$ cat src/rtl/aes_sched.sv
`default_nettype none
// ============================================================================
// aes_sched : two-requester round-robin front end and result tagger for a
//             pipelined aes_128 core.                              Rev 1.0
// ============================================================================
module aes_sched #(
  parameter int WIDTH   = 128,
  parameter int LATENCY = 21
) (
  input  logic               clk,
  input  logic               rst,
  input  logic               en,
  input  logic [1:0]         req_valid,
  output logic [1:0]         req_ready,
  input  logic [2*WIDTH-1:0] req_state,
  input  logic [2*WIDTH-1:0] req_key,
  output logic [WIDTH-1:0]   core_state,
  output logic [WIDTH-1:0]   core_key,
  input  logic [WIDTH-1:0]   core_out,
  output logic               out_valid,
  output logic               out_id,
  output logic [WIDTH-1:0]   out_data,
  output logic [4:0]         inflight,
  output logic [31:0]        done_count
);

  logic               rr_ptr;
  logic               fire;
  logic               fire_id;
  logic [LATENCY-1:0] pipe_vld;
  logic [LATENCY-1:0] pipe_id;
  logic               last_vld;
  logic               last_id;

  // A lone requester always wins; on contention the pointer decides.
  always_comb begin
    req_ready = 2'b00;
    if (en && !rst) begin
      req_ready[0] = req_valid[0] & (~req_valid[1] | ~rr_ptr);
      req_ready[1] = req_valid[1] & (~req_valid[0] |  rr_ptr);
    end
  end

  assign fire    = |(req_valid & req_ready);
  assign fire_id = req_valid[1] & req_ready[1];

  always_ff @(posedge clk) begin
    if (rst) begin
      rr_ptr     <= 1'b0;
      core_state <= '0;
      core_key   <= '0;
      pipe_vld   <= '0;
      pipe_id    <= '0;
      last_vld   <= 1'b0;
      last_id    <= 1'b0;
      inflight   <= 5'd0;
      done_count <= 32'd0;
    end else begin
      if (fire) begin
        rr_ptr     <= ~fire_id;
        core_state <= req_state[(fire_id ? WIDTH : 0) +: WIDTH];
        core_key   <= req_key[(fire_id ? WIDTH : 0) +: WIDTH];
      end
      pipe_vld <= {pipe_vld[LATENCY-2:0], fire};
      pipe_id  <= {pipe_id[LATENCY-2:0], fire_id};
      last_vld <= pipe_vld[LATENCY-1];
      last_id  <= pipe_id[LATENCY-1];

      // Counted window is the LATENCY tag stages; the output register sits after it.
      case ({fire, pipe_vld[LATENCY-1]})
        2'b10:   inflight <= inflight + 5'd1;
        2'b01:   inflight <= inflight - 5'd1;
        default: inflight <= inflight;
      endcase

      if (out_valid) begin
        done_count <= done_count + 32'd1;
      end
    end
  end

  assign out_valid = last_vld & ~rst;
  assign out_id    = last_id & last_vld & ~rst;
  assign out_data  = out_valid ? core_out : '0;

endmodule
`default_nettype wire

$ cat config.mk
export PLATFORM = sky130hd
export DESIGN_NAME = aes_sched
export DESIGN_NICKNAME = d
export VERILOG_FILES = /design/src/rtl/aes_sched.sv
export SDC_FILE = /design/constraint.sdc
export NUM_CORES = 1
export LEC_CHECK = 0
export BUFFER_PORTS_ARGS = -buffer_cell sky130_fd_sc_hd__buf_4
export CORE_AREA = 2 2 422 424
export CTS_CLUSTER_DIAMETER = 30
export CTS_CLUSTER_SIZE = 10
export DETAILED_ROUTE_END_ITERATION = 7
export DIE_AREA = 0 0 424 426
export PLACE_DENSITY = 0.36
export SLEW_MARGIN = 25
export SYNTH_ARGS = -nofsm -noshare
export SYNTH_HDL_FRONTEND = slang
export SYNTH_SLANG_ARGS = --single-unit
$ cat constraint.sdc
create_clock -name clk -period 10.9 [get_ports clk]
set_clock_uncertainty 0.15 [all_clocks]
set_input_delay 1.635 -clock clk [delete_from_list [all_inputs] [get_ports clk]]
set_output_delay 1.635 -clock clk [all_outputs]
set_load 0.03 [all_outputs]
==> out/qor.yml, run 1 <==
status: "finished clean"
numCtsBuffers: 131
grt_max_degree: 168
port_buffers: 1069
synthFlopType: "dfxtp_1"
drt_iter0_markers: 736
cts_sinks: 338
syn_to_final_growth_pct: 99.31
clk_pin_slew_ps: 40
antenna_found_initial: 33
slew_violations: 0
powerDensity_nw_per_um2: 187.6
viasPerCell: 3.197
synth_area_um2: 15050
comb_power_share: 0.112
switchingPower_mw: 1.424
start_util: 0.08565
place_congestion: 0.8048
rsz0062_at_grt: "no"
grt-ovfl-total: 0
die_y_um: 426
max_freq_ghz: 0.2029
seqPwrFrac: 0.239
yosysMostFrequentCell: "dfxtp_1"
dieWidth_um: 424
utilization: 0.1707
p_leak_nw: 12.61
cp_slowest_stage_delay_ps: 470
internal-power_mw: 4.202
min_period_ps: 4928
ys_ff_latch: 338
drc_errors: 0
setup_viol: 0
num_vias: 16364
netlist_instances: 1597
die-area_um2: 180600
worst_slew_pin_slew_ps: 1026
crit_required_ps: 9120
syn_avg_cell_area_um2: 9.424
wl_per_cell_um: 19.75
crit_slowest_cell: "buf_8"
drt-total-wl_um: 101100
place.detailed.hpwl_um: 80720
synth_edf_count: 0
syn_nets: 2248
clockRootBuffer: "clkbuf_16"
postCtsResizedCells: 0
drive_above_1_share: 0.4693
cts_tree: "built"
max_cap_violations: 0
async_flop_share: 0
post-synth-top-area-fraction: 0.4496
hold_viol_final: 0
grt_pass1_vias: 16302
crit_arrival_ps: 3140
clockBufferDepth: 3
core_area_um2: 175700
pwr-share-clk: 0.649
dr.pass1.iters: 4
ys_warn_count: 0
ios: 1070
p_sw_frac: 0.2531
grt_usage: 0.1052
startpoint_type: "input port"
synth_area_leaders: "dfxtp_1 45%, mux2i_1 17%, a211oi_1 13%"
crit_fanout: 108
ys_seq_area_frac: 0.4496
clkLatencyLatePin_ps: 730
h-tree-depth: 4
fin_nets: 3325
yosys-top-cells-count: "338 x dfxtp_1, 296 x nor2_1, 258 x mux2i_1, 257 x a211oi_1, 130 x and2_1"
worstSetupEndpointType: "output pin"
fin_crit_sh: 0.4521
synth_top_area_cell: "dfxtp_1"
crit_type: "in -> out"
cpMostUsedCell: "buf_4"
ir_worst_vdd_mv: 0.09940
fillers: 19852
synth.distinct_cells: 38
cts_hold_buffers: 0
slew_headroom: 0.3160
worstPathCellList: "buf_8 > nor2b_4 > buf_4 > buf_16 > and2_1 > buf_4"
holdCritPathClass: "reg -> reg"
grt_pass1_wl_um: 131300
rows: 154
postRouteAntennaNets: 0
cts_setup_buffers: 0
setup-tns-final_ps: 0
## cells in the final DEF, fill, tap and decap left out, drive strengths merged
master	n
inv	17
dfxtp	338
and4	2
nand2b	1
nand3	10
ha	5
a211oi	257
nor2	296
nor4	5
a21o	1
a21oi	7
and3	3
xor2	8
nor3	16
nand2	13
nand4	8
mux2i	258
fa	1
clkbuf	206
or2	1
clkinv	14
or3	3
and2	130
or4	2
or3b	1
bufinv	5
diode	6
mux2	2
nand4b	1
xnor2	22
buf	1088
nor2b	48
o21ai	3
## through the flow
stage	total power, mW	cells	setup slack [ps]	area [um2]	hold WS, ps
final	5.626	5118	5972	30000	275.2
after global routing	5.837	5116	5835	29990	289.5
after CTS	5.737	5110	5663	29930	276.7
after detailed placement	2.006	4879	5426	25520	271.2
after global placement	2.005	4879	5468	25520	266.3
after floorplan	1.623	1597	6241	15050	263.8
## worst max-delay path, delay by kind of cell
family / cells / cell delay, ps
buffers and inverters: 4 / 1110
AND/OR/NAND/NOR: 2 / 290
## cell families after synthesis
group / synth area share
simple gates: 0.1759
flops: 0.4496
compound gates: 0.1320
mux: 0.1731
buf+inv: 0.04647
xor+xnor: 0.01746
fa+ha+maj: 0.005487
## worst paths after layout
check                           startpoint              to  slack, ps  cells past startpoint
worst max register to register      rr_ptr  core_state[10]       7230                      6
worst min register to register  pipe_id[6]      pipe_id[7]        280                      1
worst max-delay path                   rst    out_data[37]       5970                      6
worst min-delay path            pipe_id[6]      pipe_id[7]        280                      1
## layout make-up
cell class,instances,area [um2],area share
antenna,6,15.01,0.0005005
clock buffer,206,3996,0.1332
clock inverter,25,412.9,0.01376
inverter,11,41.29,0.001376
multi-input combinational,1104,7610,0.2537
sequential,338,6766,0.2256
tap,2340,2928,0.09760
timing repair buffer,1088,8228,0.2743
## flip-flops by register name (all words and copies together), names as in the netlist
| name | flops |
|---|---|
| last_id | 1 |
| inflight | 5 |
| last_vld | 1 |
| rr_ptr | 1 |
| pipe_vld | 21 |
| done_count | 32 |
| pipe_id | 21 |
| core_state | 128 |
| core_key | 128 |
## per-layer routing
layer,vias up,routed length (um),share of wire,track usage
li1,7833,-,-,-
met1,7631,35970,0.36,0.1070
met3,175,8392,0.083,0.04172
met4,16,3559,0.035,0.04822
met5,-,88,0.00087,0
met2,709,53070,0.53,0.1883
## power by group through the flow
stage               clock, mW  sequential, mW  combinational (mW)
floorplan                   0            1.47               0.152
global placement            0            1.37               0.639
detailed placement          0            1.36               0.642
CTS                      3.75            1.35               0.644
global route             3.82            1.35               0.667
finish                   3.65            1.35               0.628
No activity file was read; power rests on OpenSTA's default activity.
==> inputs of run 2 (changes only) <==
--- a/config.mk
+++ b/config.mk
@@ -5,12 +5,13 @@
 export SDC_FILE = /design/constraint.sdc
 export NUM_CORES = 1
 export LEC_CHECK = 0
+export ABC_AREA = 1
 export BUFFER_PORTS_ARGS = -buffer_cell sky130_fd_sc_hd__buf_4
-export CORE_AREA = 2 2 422 424
+export CORE_AREA = 2 2 423 425
 export CTS_CLUSTER_DIAMETER = 30
 export CTS_CLUSTER_SIZE = 10
 export DETAILED_ROUTE_END_ITERATION = 7
-export DIE_AREA = 0 0 424 426
+export DIE_AREA = 0 0 425 427
 export PLACE_DENSITY = 0.36
 export SLEW_MARGIN = 25
 export SYNTH_ARGS = -nofsm -noshare
==> constraint.sdc (replaced) <==
create_clock -name clk -period 5.16 [get_ports clk]
set_clock_uncertainty 0.15 [all_clocks]
set_input_delay 0.774 -clock clk [delete_from_list [all_inputs] [get_ports clk]]
set_output_delay 0.774 -clock clk [all_outputs]
set_load 0.03 [all_outputs]
==> run 2 against run 1 <==
Net effect:
- first-iteration DRC count is 29% higher
- total power is 120% higher
- non-clock buffer count is 2 lower
- hold slack worse by 120 ps
- clock power is 120% higher
- core utilization is 0.41 points higher
- area after synthesis is 5.4% higher
- largest cell class unchanged
- final cell count is 16% higher
- critical endpoint is now out_data[24]
==> out/qor.yml, run 2 <==
yosys-top-cells-count: "480 x inv_1, 338 x dfxtp_1, 336 x nand2_1, 275 x a21oi_1, 267 x o21ai_0"
rows: 155  # +0.65%
status: "finished clean"
drt-total-wl_um: 108300  # +7.1%
die_y_um: 427  # +0.23%
synth_top_area_cell: "dfxtp_1"
syn_to_final_growth_pct: 95.23
clockBufferDepth: 3  # unchanged
cts_tree: "built"
h-tree-depth: 4  # unchanged
fin_crit_sh: 0.7282
drc_errors: 0  # unchanged
hold_ws_ps: 152.2  # -123.0 ps
critPathTopFamily: "buffers and inverters"
clockRootBuffer: "clkbuf_16"
synthFlopType: "dfxtp_1"
ys_seq_area_frac: 0.4264  # -0.02322
p_leak_nw: 14.75  # +17%
syn_nets: 3073  # +37%
postCtsResizedCells: 0  # unchanged
regArea_um2: 6766  # unchanged
die-area_um2: 181500  # +0.47%
synth.distinct_cells: 29  # -24%
holdCritPathClass: "in -> reg"
netlist_instances: 2422  # +52%
crit_arrival_ps: 2830  # -310 ps
r2r_start: "rr_ptr"
final_cell_mix: "1079 x buf_4, 480 x inv_1, 338 x dfxtp_1, 336 x nand2_1, 275 x a21oi_1"
wl_per_cell_um: 18.21  # -7.8%
min_period_ps: 3758
cts_hold_buffers: 0  # unchanged
place.detailed.hpwl_um: 85510  # +5.9%
dieWidth_um: 425  # +0.24%
ios: 1070  # unchanged
yosysMostFrequentCell: "inv_1"
ys_warn_count: 0  # unchanged
clkLatencyLatePin_ps: 750  # +20 ps
fin_nets: 4135  # +24%
grt-ovfl-total: 0  # unchanged
cts_setup_buffers: 0  # unchanged
crit_slowest_cell: "nand2_4"
rsz0062_at_grt: "no"
ys_ff_latch: 338  # unchanged
cp_slowest_stage_delay_ps: 510  # +40 ps
grt_pass1_vias: 18998  # +17%
crit_required_ps: 4240  # -4880 ps
crit_type: "in -> out"
multiInputGateArea_um2: 6613  # -13%
ir_worst_vdd_mv: 0.2917  # +190%
reg.largest.list: "core_key x128, core_state x128, done_count x32"
antenna_found_initial: 23  # -30%
drt_iter0_markers: 948  # +29%
syn_avg_cell_area_um2: 6.553  # -30%
max_cap_violations: 0  # unchanged
max_freq_ghz: 0.2661
synth_edf_count: 0  # unchanged
startpoint_type: "input port"
viasPerCell: 3.307  # +3.4%
grt_pass1_wl_um: 144500  # +10%
post-synth-top-area-fraction: 0.4264  # -0.02322
num_vias: 19664  # +20%
hold_viol_final: 0  # unchanged
core_area_um2: 177300  # +0.87%
synth_area_leaders: "dfxtp_1 43%, inv_1 11%, a21oi_1 8.7%"
worstPathCellList: "buf_8 > inv_2 > nand2_4 > buf_12 > nor2_1 > buf_4"
hp-start: "req_state[250]"
critPathBufInv: 4  # unchanged
clk_pin_slew_ps: 40  # about the same
crit_fanout: 74  # -31%
final_common_cell: "buf_4"
numCtsBuffers: 138  # +5.3%
start_util: 0.08953  # +0.003885
powerDensity_nw_per_um2: 392.3  # +110%
grt_max_degree: 164  # -2.4%
grt_usage: 0.1133  # +0.008083
fillers: 20307  # +2.3%
postRouteAntennaNets: 0  # unchanged
worst_slew_pin_slew_ps: 1019  # -7.246 ps
slew_headroom: 0.3136  # -0.002347
setup-tns-final_ps: 0  # unchanged
worstSetupEndpointType: "output pin"
async_flop_share: 0  # unchanged
synth_area_um2: 15870  # +5.4%
port_buffers: 1069  # unchanged
drive_above_1_share: 0.3646  # -0.1047
cts_sinks: 338  # unchanged
crit_start: "rst"
place_congestion: 0.8538  # +6.1%
dr.pass1.iters: 5  # +1
setup_viol: 0  # unchanged
slew_violations: 0  # unchanged
==> run 2: worst reg2reg max path: stages, from the launching register on <==
cell and delay (ps):
dfxtp_1 330, nand2_1 90, nand3_4 130, buf_4 530, buf_4 680, o21ai_0 420, o21ai_1 150, a21oi_1 80
==> run 2: layout make-up <==
| type | instances | share of cell area |
|---|---|---|
| inverters | 483 | 0.05851 |
| repair buffers | 1086 | 0.2658 |
| clock buffers | 215 | 0.1344 |
| diodes | 2 | 0.0001615 |
| clock inverters | 31 | 0.01421 |
| well taps | 2355 | 0.09510 |
| multi-input cells | 1437 | 0.2134 |
| flip-flops and latches | 338 | 0.2184 |
==> run 2: path summary, 6_finish.rpt <==
kind / to / slack (ps) / cells past startpoint
max: out_data[24] / 1400 / 6
min: core_state[122] / 150 / 3
max reg2reg: core_key[98] / 2440 / 7
min reg2reg: pipe_id[15] / 240 / 2
==> run 2: stage by stage <==
step	power [mW]	std cells	worst slack, ps	instance area (um2)	util
detailed placement	4.282	5699	1315	26370	0.1488
global placement	4.279	5699	1378	26370	0.1488
global route	12.69	5946	1150	30980	0.1748
finish	12.15	5947	1402	30980	0.1748
floorplan	3.444	2422	2313	15870	-
CTS	12.43	5945	1316	30980	0.1748
==> run 2: kinds of logic (layout without fill, tap and decap cells) <==
group / count (synthesis) / in the layout / share of synthesized area
AO/OA/AOI/OAI: 804 / 804 / 0.2539
buffers and inverters: 647 / 1815 / 0.1582
AND/OR/NAND/NOR: 621 / 621 / 0.1529
flip-flops: 338 / 338 / 0.4264
adder cells (fa/ha/maj): 6 / 6 / 0.005203
XOR/XNOR: 5 / 5 / 0.002760
multiplexers: 1 / 1 / 0.0006307
other: 0 / 2 / 0
==> run 2: where the power goes <==
| part | total, mW | switching, mW | internal, mW |
|---|---|---|---|
| clock network | 7.94 | 2.32 | 5.62 |
| registers | 2.82 | 0.0728 | 2.75 |
| logic | 1.39 | 0.796 | 0.595 |
==> run 2: routing by layer <==
layer / vias up / track usage / share of wire
li1: 9782 / - / -
met1: 9011 / 0.1311 / 0.40
met2: 680 / 0.1930 / 0.50
met3: 175 / 0.03515 / 0.065
met4: 16 / 0.04622 / 0.035
met5: - / 0 / 0.00087
==> inputs of run 3 (changes only) <==
==> constraint.sdc (replaced) <==
create_clock -name clk -period 3.5 [get_ports clk]
set_clock_uncertainty 0.15 [all_clocks]
set_input_delay 0.525 -clock clk [delete_from_list [all_inputs] [get_ports clk]]
set_output_delay 0.525 -clock clk [all_outputs]
set_load 0.03 [all_outputs]
==> run 3 against run 2 <==
Net effect:
- global-route usage increased by 0.074 points
- register-to-register slack got worse by 1900 ps
- total power rose by 47%
- non-clock buffer count grew 414
- critical endpoint is now out_data[37]
- largest power group unchanged
- highest routed layer unchanged
==> out/qor.yml, run 3 (same netlist as run 2, synthesis figures left out) <==
status: "finished clean"
grt.busiest_layer: "met2"
setup_viol: 0  # unchanged
place_congestion: 0.8650  # +1.3%
layout_setup_ws_ps: 337.5  # -1065 ps
setup-tns-final_ps: 0  # unchanged
holdCritPathClass: "in -> reg"
h-tree-depth: 4  # unchanged
worstPathCellList: "dlygate4sd3_1 > buf_8 > inv_2 > nand2_4 > nor2_1 > buf_4"
slew_headroom: 0.2343  # -0.07931
postCtsResizedCells: 0  # unchanged
grt_max_degree: 167  # +1.8%
grt_pass1_wl_um: 148200  # +2.6%
cts_tree: "built"
clk_pin_slew_ps: 40  # about the same
clockRootBuffer: "clkbuf_16"
cts_hold_buffers: 407  # +407
critPathTopFamily: "buffers and inverters"
fin_crit_sh: 0.9036
reg.largest.list: "core_key x128, core_state x128, done_count x32"
worst_slew_pin_slew_ps: 1149  # +129.7 ps
grt-ovfl-total: 0  # unchanged
met2_usage: 0.1928  # -0.0002439
core_area_um2: 177300  # unchanged
wl_per_cell_um: 17.21  # -5.5%
die_y_um: 427  # unchanged
die-area_um2: 181500  # unchanged
antenna_found_initial: 25  # +8.7%
min_period_ps: 3162
grt_pass1_vias: 20498  # +7.9%
postRouteAntennaNets: 0  # unchanged
syn_to_final_growth_pct: 120.5
port_buffers: 1069  # unchanged
gr-usage-met3: 0.03305  # -0.002097
drt_iter0_markers: 1131  # +19%
critPathBufInv: 4  # unchanged
grt_usage: 0.1140  # +0.0007383
crit_slowest_cell: "dlygate4sd3_1"
hold_viol_final: 0  # unchanged
fillers: 20040  # -1.3%
drc_errors: 0  # unchanged
ios: 1070  # unchanged
dp_slack_ps: 551.3  # -763.8 ps
fin_nets: 4542  # +9.8%
crit_required_ps: 2820  # -1420 ps
viasPerCell: 3.360  # +1.6%
final_cell_mix: "1083 x buf_4, 480 x inv_1, 407 x dlygate4sd3_1, 338 x dfxtp_1, 336 x nand2_1"
numCtsBuffers: 131  # -5.1%
final_common_cell: "buf_4"
cp_slowest_stage_delay_ps: 620  # +110 ps
rows: 155  # unchanged
clkLatencyLatePin_ps: 730  # -20 ps
crit_fanout: 37  # -50%
dr.pass1.iters: 5  # unchanged
ir_worst_vdd_mv: 0.4481  # +54%
worstSetupEndpointType: "output pin"
cts_setup_buffers: 0  # unchanged
crit_type: "in -> out"
startpoint_type: "input port"
max_freq_ghz: 0.3162
start_util: 0.08953  # unchanged
cts_sinks: 338  # unchanged
powerDensity_nw_per_um2: 511.6  # +30%
p_leak_nw: 16.08  # +9.0%
dieWidth_um: 425  # unchanged
drt-total-wl_um: 109300  # +0.92%
crit_arrival_ps: 2490  # -340 ps
grtUsageMet1: 0.1329  # +0.001871
place.detailed.hpwl_um: 84010  # -1.7%
slew_violations: 0  # unchanged
num_vias: 21334  # +8.5%
max_cap_violations: 0  # unchanged
drive_above_1_share: 0.3282  # -0.03647
clockBufferDepth: 3  # unchanged
rsz0062_at_grt: "no"
run 3: cell types whose count changed in the layout (fill, tap and decap cells not counted), sizes merged:
cell         delta
dlygate4sd3   +407
clkbuf         -11
buf             +7
diode           +4
clkinv          -3
bufinv          -1
run 3: worst reg2reg max path: cells and delay by family (launching register included):
kind / cells / cell delay (ps)
buffers and inverters: 4 / 1460
AO/OA/AOI/OAI: 3 / 650
AND/OR/NAND/NOR: 2 / 200
flip-flops: 1 / 330
run 3: routing by layer:
layer	routed length [um]	vias to the layer above
met5	115	-
met4	4294	18
met3	7192	203
met2	54100	733
met1	43570	9784
li1	-	10596
run 3: worst paths after layout:
check	from	end	slack, ps	depth (start not counted)
max reg2reg	rr_ptr	core_key[46]	570	9
min reg2reg	pipe_id[10]	pipe_id[11]	240	2
max	rst	out_data[37]	340	6
min	req_key[73]	core_key[73]	70	5
run 3: final cells by class:
class / instances / area (um2) / share of cell area
diodes: 6 / 15.01 / 0.0004291
clock buffers: 204 / 4014 / 0.1147
clock inverters: 27 / 420.4 / 0.01202
multi-input cells: 1437 / 6613 / 0.1890
inverters: 483 / 1813 / 0.05182
well taps: 2355 / 2947 / 0.08422
flip-flops and latches: 338 / 6766 / 0.1934
repair buffers: 1500 / 12400 / 0.3544
run 3: power breakdown:
group	internal [mW]	total (mW)	switching [mW]	leakage (nW)
registers	4.06	4.16	0.105	2.75
logic	1.18	2.44	1.26	11.2
clock network	7.94	11.3	3.35	2.17
total	13.2	17.9	4.72	16.1
run 3: through the flow:
stage	std cells	total power, mW	area (um2)	utilization	hold WS (ps)
finish	6350	17.90	34990	0.1974	68.11
global route	6345	18.68	34970	0.1973	36.59
CTS	6344	18.25	34970	0.1973	0.4041
detailed placement	5706	6.303	26460	0.1493	242.0
global placement	5706	6.298	26460	0.1493	238.3
floorplan	2422	5.078	15870	-	238.3
